<file path="src/rtl/fir_pkg.sv">
// Shared types and constants for the four-tap FIR core and its MAC unit.
package fir_pkg;

  localparam int NUM_TAPS  = 4;
  localparam int DATA_W    = 16;
  localparam int FRAC_BITS = 15;
  localparam int ACC_W     = 34;

  // Bit k set means tap k is subtracted: y = t0c0 - t1c1 + t2c2 - t3c3
  localparam logic [NUM_TAPS-1:0] TAP_SUB = 4'b1010;

  typedef enum logic [1:0] {
    IDLE  = 2'd0,
    LOAD  = 2'd1,
    SHIFT = 2'd2,
    MAC   = 2'd3
  } fir_state_t;

  // Drop the Q1.15 fraction and clamp to the unsigned output range; returns {err, value}
  function automatic logic [DATA_W:0] clamp_result(input logic signed [ACC_W-1:0] acc);
    logic signed [ACC_W-1:0] r;
    logic [DATA_W:0] res;
    r = acc >>> FRAC_BITS;
    if (r[ACC_W-1]) begin
      res = {1'b1, {DATA_W{1'b0}}};
    end else if (|r[ACC_W-2:DATA_W]) begin
      res = {1'b1, {DATA_W{1'b1}}};
    end else begin
      res = {1'b0, r[DATA_W-1:0]};
    end
    return res;
  endfunction

endpackage

</file>
<file path="src/rtl/fir_mac_unit.sv">
// Shared 16x16 unsigned multiplier with signed add/sub into a clearable accumulator.
module fir_mac_unit
  import fir_pkg::*;
(
  input  logic                    clk,
  input  logic                    n_rst,
  input  logic                    clear,
  input  logic                    enable,
  input  logic                    subtract,
  input  logic [DATA_W-1:0]       sample,
  input  logic [DATA_W-1:0]       coeff,
  output logic signed [ACC_W-1:0] sum
);

  logic [2*DATA_W-1:0]     product_s;
  logic signed [ACC_W-1:0] product_ext_s;
  logic signed [ACC_W-1:0] acc_r;

  // Product is unsigned, zero-extended so the sign comes only from the tap pattern
  always_comb begin
    product_s     = {{DATA_W{1'b0}}, sample} * {{DATA_W{1'b0}}, coeff};
    product_ext_s = signed'({{(ACC_W-2*DATA_W){1'b0}}, product_s});
    if (subtract) begin
      sum = acc_r - product_ext_s;
    end else begin
      sum = acc_r + product_ext_s;
    end
  end

  // Accumulator register
  always_ff @(posedge clk or negedge n_rst) begin
    if (!n_rst) begin
      acc_r <= {ACC_W{1'b0}};
    end else if (clear) begin
      acc_r <= {ACC_W{1'b0}};
    end else if (enable) begin
      acc_r <= sum;
    end
  end

endmodule

</file>
<file path="src/rtl/fir_filter_core.sv">
// Four-tap FIR controller: coefficient fetch, tap shift register and one-tap-per-cycle MAC sequencing.
module fir_filter_core
  import fir_pkg::*;
(
  input  logic              clk,
  input  logic              n_rst,
  input  logic [DATA_W-1:0] sample_data,
  input  logic              data_ready,
  input  logic              new_coefficient_set,
  input  logic [DATA_W-1:0] fir_coefficient,
  output logic [1:0]        coefficient_num,
  output logic              modwait,
  output logic [DATA_W-1:0] fir_out,
  output logic              err
);

  fir_state_t              state_r;
  logic [1:0]              tap_idx_r;
  logic [DATA_W-1:0]       taps_r   [NUM_TAPS];
  logic [DATA_W-1:0]       coeffs_r [NUM_TAPS];
  logic [DATA_W-1:0]       cur_tap_s;
  logic [DATA_W-1:0]       cur_coeff_s;
  logic                    subtract_s;
  logic                    mac_clear_s;
  logic                    mac_en_s;
  logic signed [ACC_W-1:0] sum_s;

  // Operand selection for the shared multiplier
  always_comb begin
    cur_tap_s   = taps_r[tap_idx_r];
    cur_coeff_s = coeffs_r[tap_idx_r];
    subtract_s  = TAP_SUB[tap_idx_r];
    mac_clear_s = (state_r == IDLE) && data_ready;
    mac_en_s    = (state_r == MAC);
  end

  fir_mac_unit u_mac (
    .clk      (clk),
    .n_rst    (n_rst),
    .clear    (mac_clear_s),
    .enable   (mac_en_s),
    .subtract (subtract_s),
    .sample   (cur_tap_s),
    .coeff    (cur_coeff_s),
    .sum      (sum_s)
  );

  // Control FSM with registered outputs, tap shift register and coefficient capture
  always_ff @(posedge clk or negedge n_rst) begin
    if (!n_rst) begin
      state_r         <= IDLE;
      tap_idx_r       <= 2'd0;
      coefficient_num <= 2'd0;
      modwait         <= 1'b0;
      fir_out         <= {DATA_W{1'b0}};
      err             <= 1'b0;
      for (int i = 0; i < NUM_TAPS; i++) begin
        taps_r[i]   <= {DATA_W{1'b0}};
        coeffs_r[i] <= {DATA_W{1'b0}};
      end
    end else begin
      case (state_r)
        IDLE: begin
          if (data_ready) begin
            for (int i = NUM_TAPS-1; i > 0; i--) begin
              taps_r[i] <= taps_r[i-1];
            end
            taps_r[0] <= sample_data;
            tap_idx_r <= 2'd0;
            state_r   <= SHIFT;
            modwait   <= 1'b1;
          end else if (new_coefficient_set) begin
            state_r <= LOAD;
            modwait <= 1'b1;
          end else begin
            modwait <= 1'b0;
          end
        end
        LOAD: begin
          coeffs_r[coefficient_num] <= fir_coefficient;
          if (coefficient_num == 2'd3) begin
            coefficient_num <= 2'd0;
            state_r         <= IDLE;
            modwait         <= 1'b0;
          end else begin
            coefficient_num <= coefficient_num + 2'd1;
          end
        end
        SHIFT: begin
          state_r <= MAC;
        end
        MAC: begin
          if (tap_idx_r == 2'd3) begin
            {err, fir_out} <= clamp_result(sum_s);
            // A reload queued behind a sample starts at once so modwait never dips
            if (new_coefficient_set) begin
              state_r <= LOAD;
            end else begin
              state_r <= IDLE;
              modwait <= 1'b0;
            end
          end else begin
            tap_idx_r <= tap_idx_r + 2'd1;
          end
        end
        default: begin
          state_r <= IDLE;
          modwait <= 1'b0;
        end
      endcase
    end
  end

endmodule
</file>
<file path="config.mk">
export PLATFORM = sky130hd
export DESIGN_NAME = fir_filter_core
export DESIGN_NICKNAME = d
export VERILOG_FILES = /design/src/rtl/fir_pkg.sv /design/src/rtl/fir_mac_unit.sv /design/src/rtl/fir_filter_core.sv
export SDC_FILE = /design/constraint.sdc
export NUM_CORES = 1
export LEC_CHECK = 0
export BUFFER_PORTS_ARGS = -buffer_cell sky130_fd_sc_hd__buf_2
export CORE_UTILIZATION = 59
export DETAILED_ROUTE_END_ITERATION = 12
export PLACE_DENSITY_LB_ADDON = 0.1
export SETUP_SLACK_MARGIN = 0.5
export SKIP_CTS_REPAIR_TIMING = 1
export SLEW_MARGIN = 15
export SYNTH_ARGS = -nofsm -noshare
export SYNTH_HDL_FRONTEND = slang
export SYNTH_SLANG_ARGS = --single-unit
</file>
<file path="constraint.sdc">
create_clock -name clk -period 18.5 [get_ports clk]
set_clock_uncertainty 0.1 [all_clocks]
set_input_delay 1.85 -clock clk [delete_from_list [all_inputs] [get_ports clk]]
set_output_delay 1.85 -clock clk [all_outputs]
set_load 0.02 [all_outputs]
</file>
# After elaboration in Yosys (flattened, before gate mapping)
# Index checks and enable logic that the tools add are counted.
dict set report totals {
  reg_bits 186
  inputBits 36
  output_inout_bits 20
  wordCells 81
}
dict set report op_classes {
  add_sub_neg 4
  multipliers 1
  n_lt_le_gt_ge 4
  eq_ne 11
  n_mux 32
  bitwise 2
  reduce_logical 12
}
# op count
set op_table {}
lappend op_table {{two-way mux 34 bit} 3}
lappend op_table {{two-way mux 16 bit} 5}
lappend op_table {{binary-select mux 16 bit (select 2 bit)} 2}
lappend op_table {{bitwise mux 64 bit} 1}
lappend op_table {{adder 34 x 33 -> 34 bit} 1}
lappend op_table {{two-way mux 17 bit} 2}
lappend op_table {{subtractor 34 x 33 -> 34 bit} 1}
lappend op_table {{demux 16 bit (select 2 bit)} 1}
lappend op_table {{multiplier 16 x 16 -> 32 bit} 1}
lappend op_table {{two-way mux 2 bit} 7}
lappend op_table {{== test 2 bit (second input constant)} 4}
lappend op_table {{inequality test 2 bit (second input constant)} 4}
lappend op_table {{one-hot mux 2 bit (4 select lines)} 1}
lappend op_table {{two-way mux 1 bit} 7}
lappend op_table {{greater-or-equal comparator 3 bit (second input constant)} 2}
lappend op_table {{NOT 2 -> 3 bit} 2}
lappend op_table {{AND reduction 3 bit} 2}
lappend op_table {{adder 2 x 1 -> 2 bit (second input constant)} 2}
lappend op_table {{one-hot mux 2 bit (2 select lines)} 1}
lappend op_table {{AND reduction 2 bit} 2}
lappend op_table {{AND reduction 4 bit} 1}
lappend op_table {{nonzero test 2 bit} 2}
lappend op_table {{< comparator 2 x 3 -> 1 bit (second input constant)} 1}
lappend op_table {{< comparator 3 x 1 -> 1 bit (second input constant)} 1}
lappend op_table {{other kinds (9)} 10}

# Depth between registers and ports, before layout
dict set report depth {
  word_depth 10
  mapped_depth 43
  mapped_depth_nobuf 39
}

# Modules after synthesis
# Synthesis repeated with hierarchy kept, for this count alone.
dict set report hier_totals {
  hier_cells 1923
  area_unflattened_um2 19467.4
}
# module instances cells_per_inst area_per_inst_um2 seq_area_each_um2
set by_module_without_submodules {}
lappend by_module_without_submodules {fir_mac_unit 1 1491 12660.9 850.8}
lappend by_module_without_submodules {fir_filter_core 1 432 6806.5 3803.6}

# Worst setup path after synthesis
# No wires, ideal clock.
dict set report synth_timing {
  path_type {reg2reg}
  start {reg tap_idx_r[1]}
  end {reg fir_out[10]}
  setup_ps 132
  t_arrival_ps 9732
  required_time_ps 18268
  path_slack_ps 8536
  stages_incl_launch_ff 42
  n_path_buf 5
  synth_period_minus_slack_ps 9964
  cell_sequence {dfrtp_1 buf_2 buf_1 buf_1 mux4_2 clkbuf_1 nand2_1 fa_1 inv_1 fa_1 inv_1 fa_1 inv_1 fa_1 fa_1 inv_1 fa_1 inv_1 [... 6 more ...] xor2_1 nand4b_4 or2_2 nor3b_1 a21oi_1 xor2_1 ha_1 and3_1 and2_1 a21oi_1 o21ai_0 a21oi_1 o21ai_1 xor2_1 a211oi_2 a311oi_4 buf_6 a211oi_2}
}
dict set report synth_via {
  elab_chain_len 10
  elab_cells_between_ends 18
  classes_between {add/sub (2); mul (1); eq/ne (1); mux (11); bitwise (1); reduce/logical (2)}
}
# element line
set synth_rtl {}
lappend synth_rtl {{start, declared} fir_filter_core.sv:18} ;# logic [1:0] tap_idx_r;
lappend synth_rtl {{start signal, assigned} fir_filter_core.sv:103} ;# tap_idx_r <= tap_idx_r + 2'd1;
lappend synth_rtl {{NOT 2 -> 3 bit (not written as such)} {fir_filter_core.sv:30, fir_filter_core.sv:31}}
lappend synth_rtl {{binary-select mux 16 bit (select 2 bit), on equally long branches} {fir_filter_core.sv:30, fir_filter_core.sv:31}}
lappend synth_rtl {{two-way mux 16 bit, on equally long branches (2 in series)} {fir_filter_core.sv:30, fir_filter_core.sv:31}}
lappend synth_rtl {{multiplier 16 x 16 -> 32 bit} fir_mac_unit.sv:21} ;# product_s = {{DATA_W{1'b0}}, sample} * {{DATA_W{1'b0}}, coeff};
lappend synth_rtl {{adder 34 x 33 -> 34 bit or subtractor 34 x 33 -> 34 bit (tied branches)} {fir_mac_unit.sv:26, fir_mac_unit.sv:24}}
lappend synth_rtl {{two-way mux 34 bit} fir_mac_unit.sv:23} ;# if (subtract) begin
lappend synth_rtl {{OR reduction 3 bit} fir_pkg.sv:26} ;# end else if (|r[ACC_W-2:DATA_W]) begin
lappend synth_rtl {{two-way mux 17 bit} fir_pkg.sv:26}
lappend synth_rtl {{two-way mux 17 bit} fir_pkg.sv:24} ;# if (r[ACC_W-1]) begin
lappend synth_rtl {{end signal, assigned} fir_filter_core.sv:55} ;# fir_out <= {DATA_W{1'b0}};
lappend synth_rtl {{end signal, assigned} fir_filter_core.sv:94} ;# {err, fir_out} <= clamp_result(sum_s);
lappend synth_rtl {{end, declared} fir_filter_core.sv:13} ;# output logic [DATA_W-1:0] fir_out,
# Several ways; a longest one is shown, not always the timed one. The select of a mux whose other input is x is not followed.
# A chain may end at the register's enable or synchronous reset.

# Final worst setup path
dict set report layout_timing {
  start {reg tap_idx_r[0]}
  end {reg fir_out[6]}
}
# Same word-level chain as after synthesis.

==> run summary <==
======================================================================================
Result of the run                                                         finished clean
Clock Tree Buf Depth                                                                 2
Part of the Yosys area used for sequential elements                              0.244
Final routed wire length divided by cell count                                 19.0 um
Overflow after GRT                                                                   0
Type of the worst min-delay path                                          flop to flop
Req. time, crit path                                                          18.68 ns
Setup repair after global routing missed its margin                                 no
Antenna-violating nets left                                                          0
# nets final                                                                      2333
Placed Instance Area                                                         19600 um2
Worst EP arrival                                                              11.97 ns
Post-synthesis async set-or-reset flop share                                      1.00
Placement row count                                                                 65
Sink count of the clock tree                                                       186
Fraction of layout cells with a size suffix above 1                              0.160
Number of iterations in the first detailed-routing pass                              5
Total Neg Setup Slack                                                             0 ns
Final-report hold violation count                                                    0
Maximum fanout along the worst path                                                 52
Category of the worst setup path capture point                                    flop
Fmax                                                                        0.0849 GHz
DRC Markers                                                                          0
Worst-case headroom to the max-slew limit                                        0.162
Seq cells post-synth                                                               186
Element type at the critical path start                                           flop
Worst setup path category                                                 flop to flop
Count of endpoints failing setup in the final report                                 0
Via count                                                                        13900
Vias in the first global route                                                   14500
Drt total wl                                                                   45.2 mm
Worst reg-to-reg setup slack                                                   6.72 ns
Cell variety after synth                                                            79
Post-Syn Instances                                                                1947
Area of the placeable core                                                   31600 um2
Post-Syn Nets                                                                     2321
Clock slew at the register clock pins of the worst setup and hold paths        0.07 ns
Die Y-Extent                                                                    182 um
IO Count                                                                            56
Share of the synthesized area in compound gates (AO/OA/AOI/OAI)                  0.101
Top flip-flop cell by instance count after synthesis                      sky130_fd_sc_hd__dfrtp_1
Shortest clock period the worst path allows after layout                      11.78 ns
Pins Over Slew Limit                                                                 0
Number of antenna diodes                                                             0
Critical path's slowest cell                                              sky130_fd_sc_hd__a311oi_4
Share of synthesized area spent on multiplexers                                  0.119
Largest net degree at the start of global routing                                  108
Area delta synth->final                                                          6.23%
Per-cell via count in the routed design                                           5.87
Average cell area after synthesis                                             9.79 um2
Area of the die                                                              33000 um2
Simple-gate portion of the synthesized area                                      0.126
Combined global-route utilization of all metal layers                            0.292
Share of the synthesized netlist area taken by xor and xnor gates               0.0416
Adder and majority cell fraction of the synthesized area                         0.299
Dpl hpwl                                                                       34.7 mm
Starting Density                                                                 0.602
Starting DRC count in detailed routing                                             890
First-pass GRT wire length                                                     75.2 mm
Number of flops mapped to enable cells by yosys                                      0
Root cell of the clock tree                                               sky130_fd_sc_hd__clkbuf_16
Yosys synthesis warning count                                                        0
Die Span X                                                                      182 um
Stage delay of the slowest cell on the critical path                           0.88 ns
Number of maximum-capacitance constraint violations                                  0
Antenna violations before repair                                                     0
CTS Buf Count                                                                       17
Final clock period utilization by the worst path                                 0.637
Number of levels in the clock H-tree                                                 4
Buffering stage count on the worst path with inverters included                      6
Final Wtd Congestion                                                             0.960
Clock latency reported for the late side of the worst-skew pair                0.45 ns
Total of buffers placed on input and output ports                                   55
Post-route standard cell area excluding fillers                              20200 um2
Combinational family with the most area after synthesis                    adder cells
Transition at the pin with the smallest max-transition slack                   1.25 ns
Clock tree from TritonCTS                                                        built
Gate family responsible for the most delay along the worst path            adder cells
Most frequent cell on the critical path                                   sky130_fd_sc_hd__fa_1
Cell area after technology mapping                                           19100 um2
======================================================================================
## registers in the layout, summed over array words and instances, names as in the netlist
register	count
coefficient_num	2
state_r	2
coeffs_r	64
fir_out	16
modwait	1
tap_idx_r	2
err	1
taps_r	64
u_mac.acc_r	34
## area by class of cell
cell class	count	area, um2
well taps	402	503
clock inverters	14	150
multi-input cells	1418	13100
fillers	2638	11400
repair buffers	65	359
flip-flops and latches	186	4660
inverters	271	1020
clock buffers	18	439
## path summary, 6_finish.rpt
path                                    to    startpoint  cells past startpoint
worst max-delay path            fir_out[6]  tap_idx_r[0]                     37
worst min-delay path            taps_r[14]    taps_r[14]                      1
worst max register to register  fir_out[6]  tap_idx_r[0]                     37
worst min register to register  taps_r[14]    taps_r[14]                      1
max in group asynchronous       taps_r[42]         n_rst                      2
min in group asynchronous              err         n_rst                      1
## per-layer routing
| metal | routed length, um | vias up | track usage |
|---|---|---|---|
| li1 | - | 6461 | - |
| met1 | 19900 | 7049 | 0.403 |
| met2 | 21600 | 374 | 0.470 |
| met3 | 2690 | 54 | 0.0515 |
| met4 | 1040 | 0 | 0.0939 |
| met5 | 0 | - | 0 |
## stage by stage
step | util | instances | worst slack [ns] | hold slack [ns]
after floorplan | - | 1947 | 8.54 | 0.369
after global placement | 0.621 | 2342 | 6.95 | 0.382
after detailed placement | 0.621 | 2342 | 6.74 | 0.392
after CTS | 0.640 | 2374 | 6.69 | 0.409
after global routing | 0.640 | 2374 | 6.06 | 0.418
final | 0.640 | 2374 | 6.72 | 0.404
## cell usage in the layout, fill, tap and decap left out, drive strengths merged, types with 19 or more instances in the layout
master and instances:
a211oi 22, a21o 26, a21oi 94, and2 49, buf 64, clkbuf 19, dfrtp 186, fa 195
ha 143, inv 280, mux2 143, mux2i 23, mux4 19, nand2 218, nand3 51, nor2 130
o21ai 72, xnor2 52, xor2 36
## synth_stat cells, types with 12 or more instances
cell	count	area, um2
sky130_fd_sc_hd__inv_1	271	1020
sky130_fd_sc_hd__nand2_1	216	811
sky130_fd_sc_hd__fa_1	195	3900
sky130_fd_sc_hd__dfrtp_1	186	4650
sky130_fd_sc_hd__ha_1	143	1790
sky130_fd_sc_hd__mux2_2	143	1610
sky130_fd_sc_hd__nor2_1	129	484
sky130_fd_sc_hd__a21oi_1	87	435
sky130_fd_sc_hd__o21ai_0	59	295
sky130_fd_sc_hd__clkbuf_1	52	195
sky130_fd_sc_hd__xnor2_1	52	455
sky130_fd_sc_hd__nand3_1	51	255
sky130_fd_sc_hd__and2_1	49	307
sky130_fd_sc_hd__xor2_1	33	289
sky130_fd_sc_hd__a21o_1	25	188
sky130_fd_sc_hd__mux2i_1	22	220
sky130_fd_sc_hd__mux4_2	19	428
sky130_fd_sc_hd__o21a_1	15	113
sky130_fd_sc_hd__buf_1	14	52.6
sky130_fd_sc_hd__a211oi_1	13	97.6
sky130_fd_sc_hd__o211ai_1	12	90.1
## kinds of logic (layout without fill, tap and decap cells)
logic type,after synthesis,count (layout)
AND/OR/NAND/NOR,520,520
buffers and inverters,343,368
multiplexers,185,185
XOR/XNOR,88,88
AO/OA/AOI/OAI,287,287
adder cells (fa/ha/maj),338,338
flip-flops,186,186
Power is left out: the tool's default activity adds up to more than one toggle a clock period on the data nets, which glitch-free logic cannot reach.
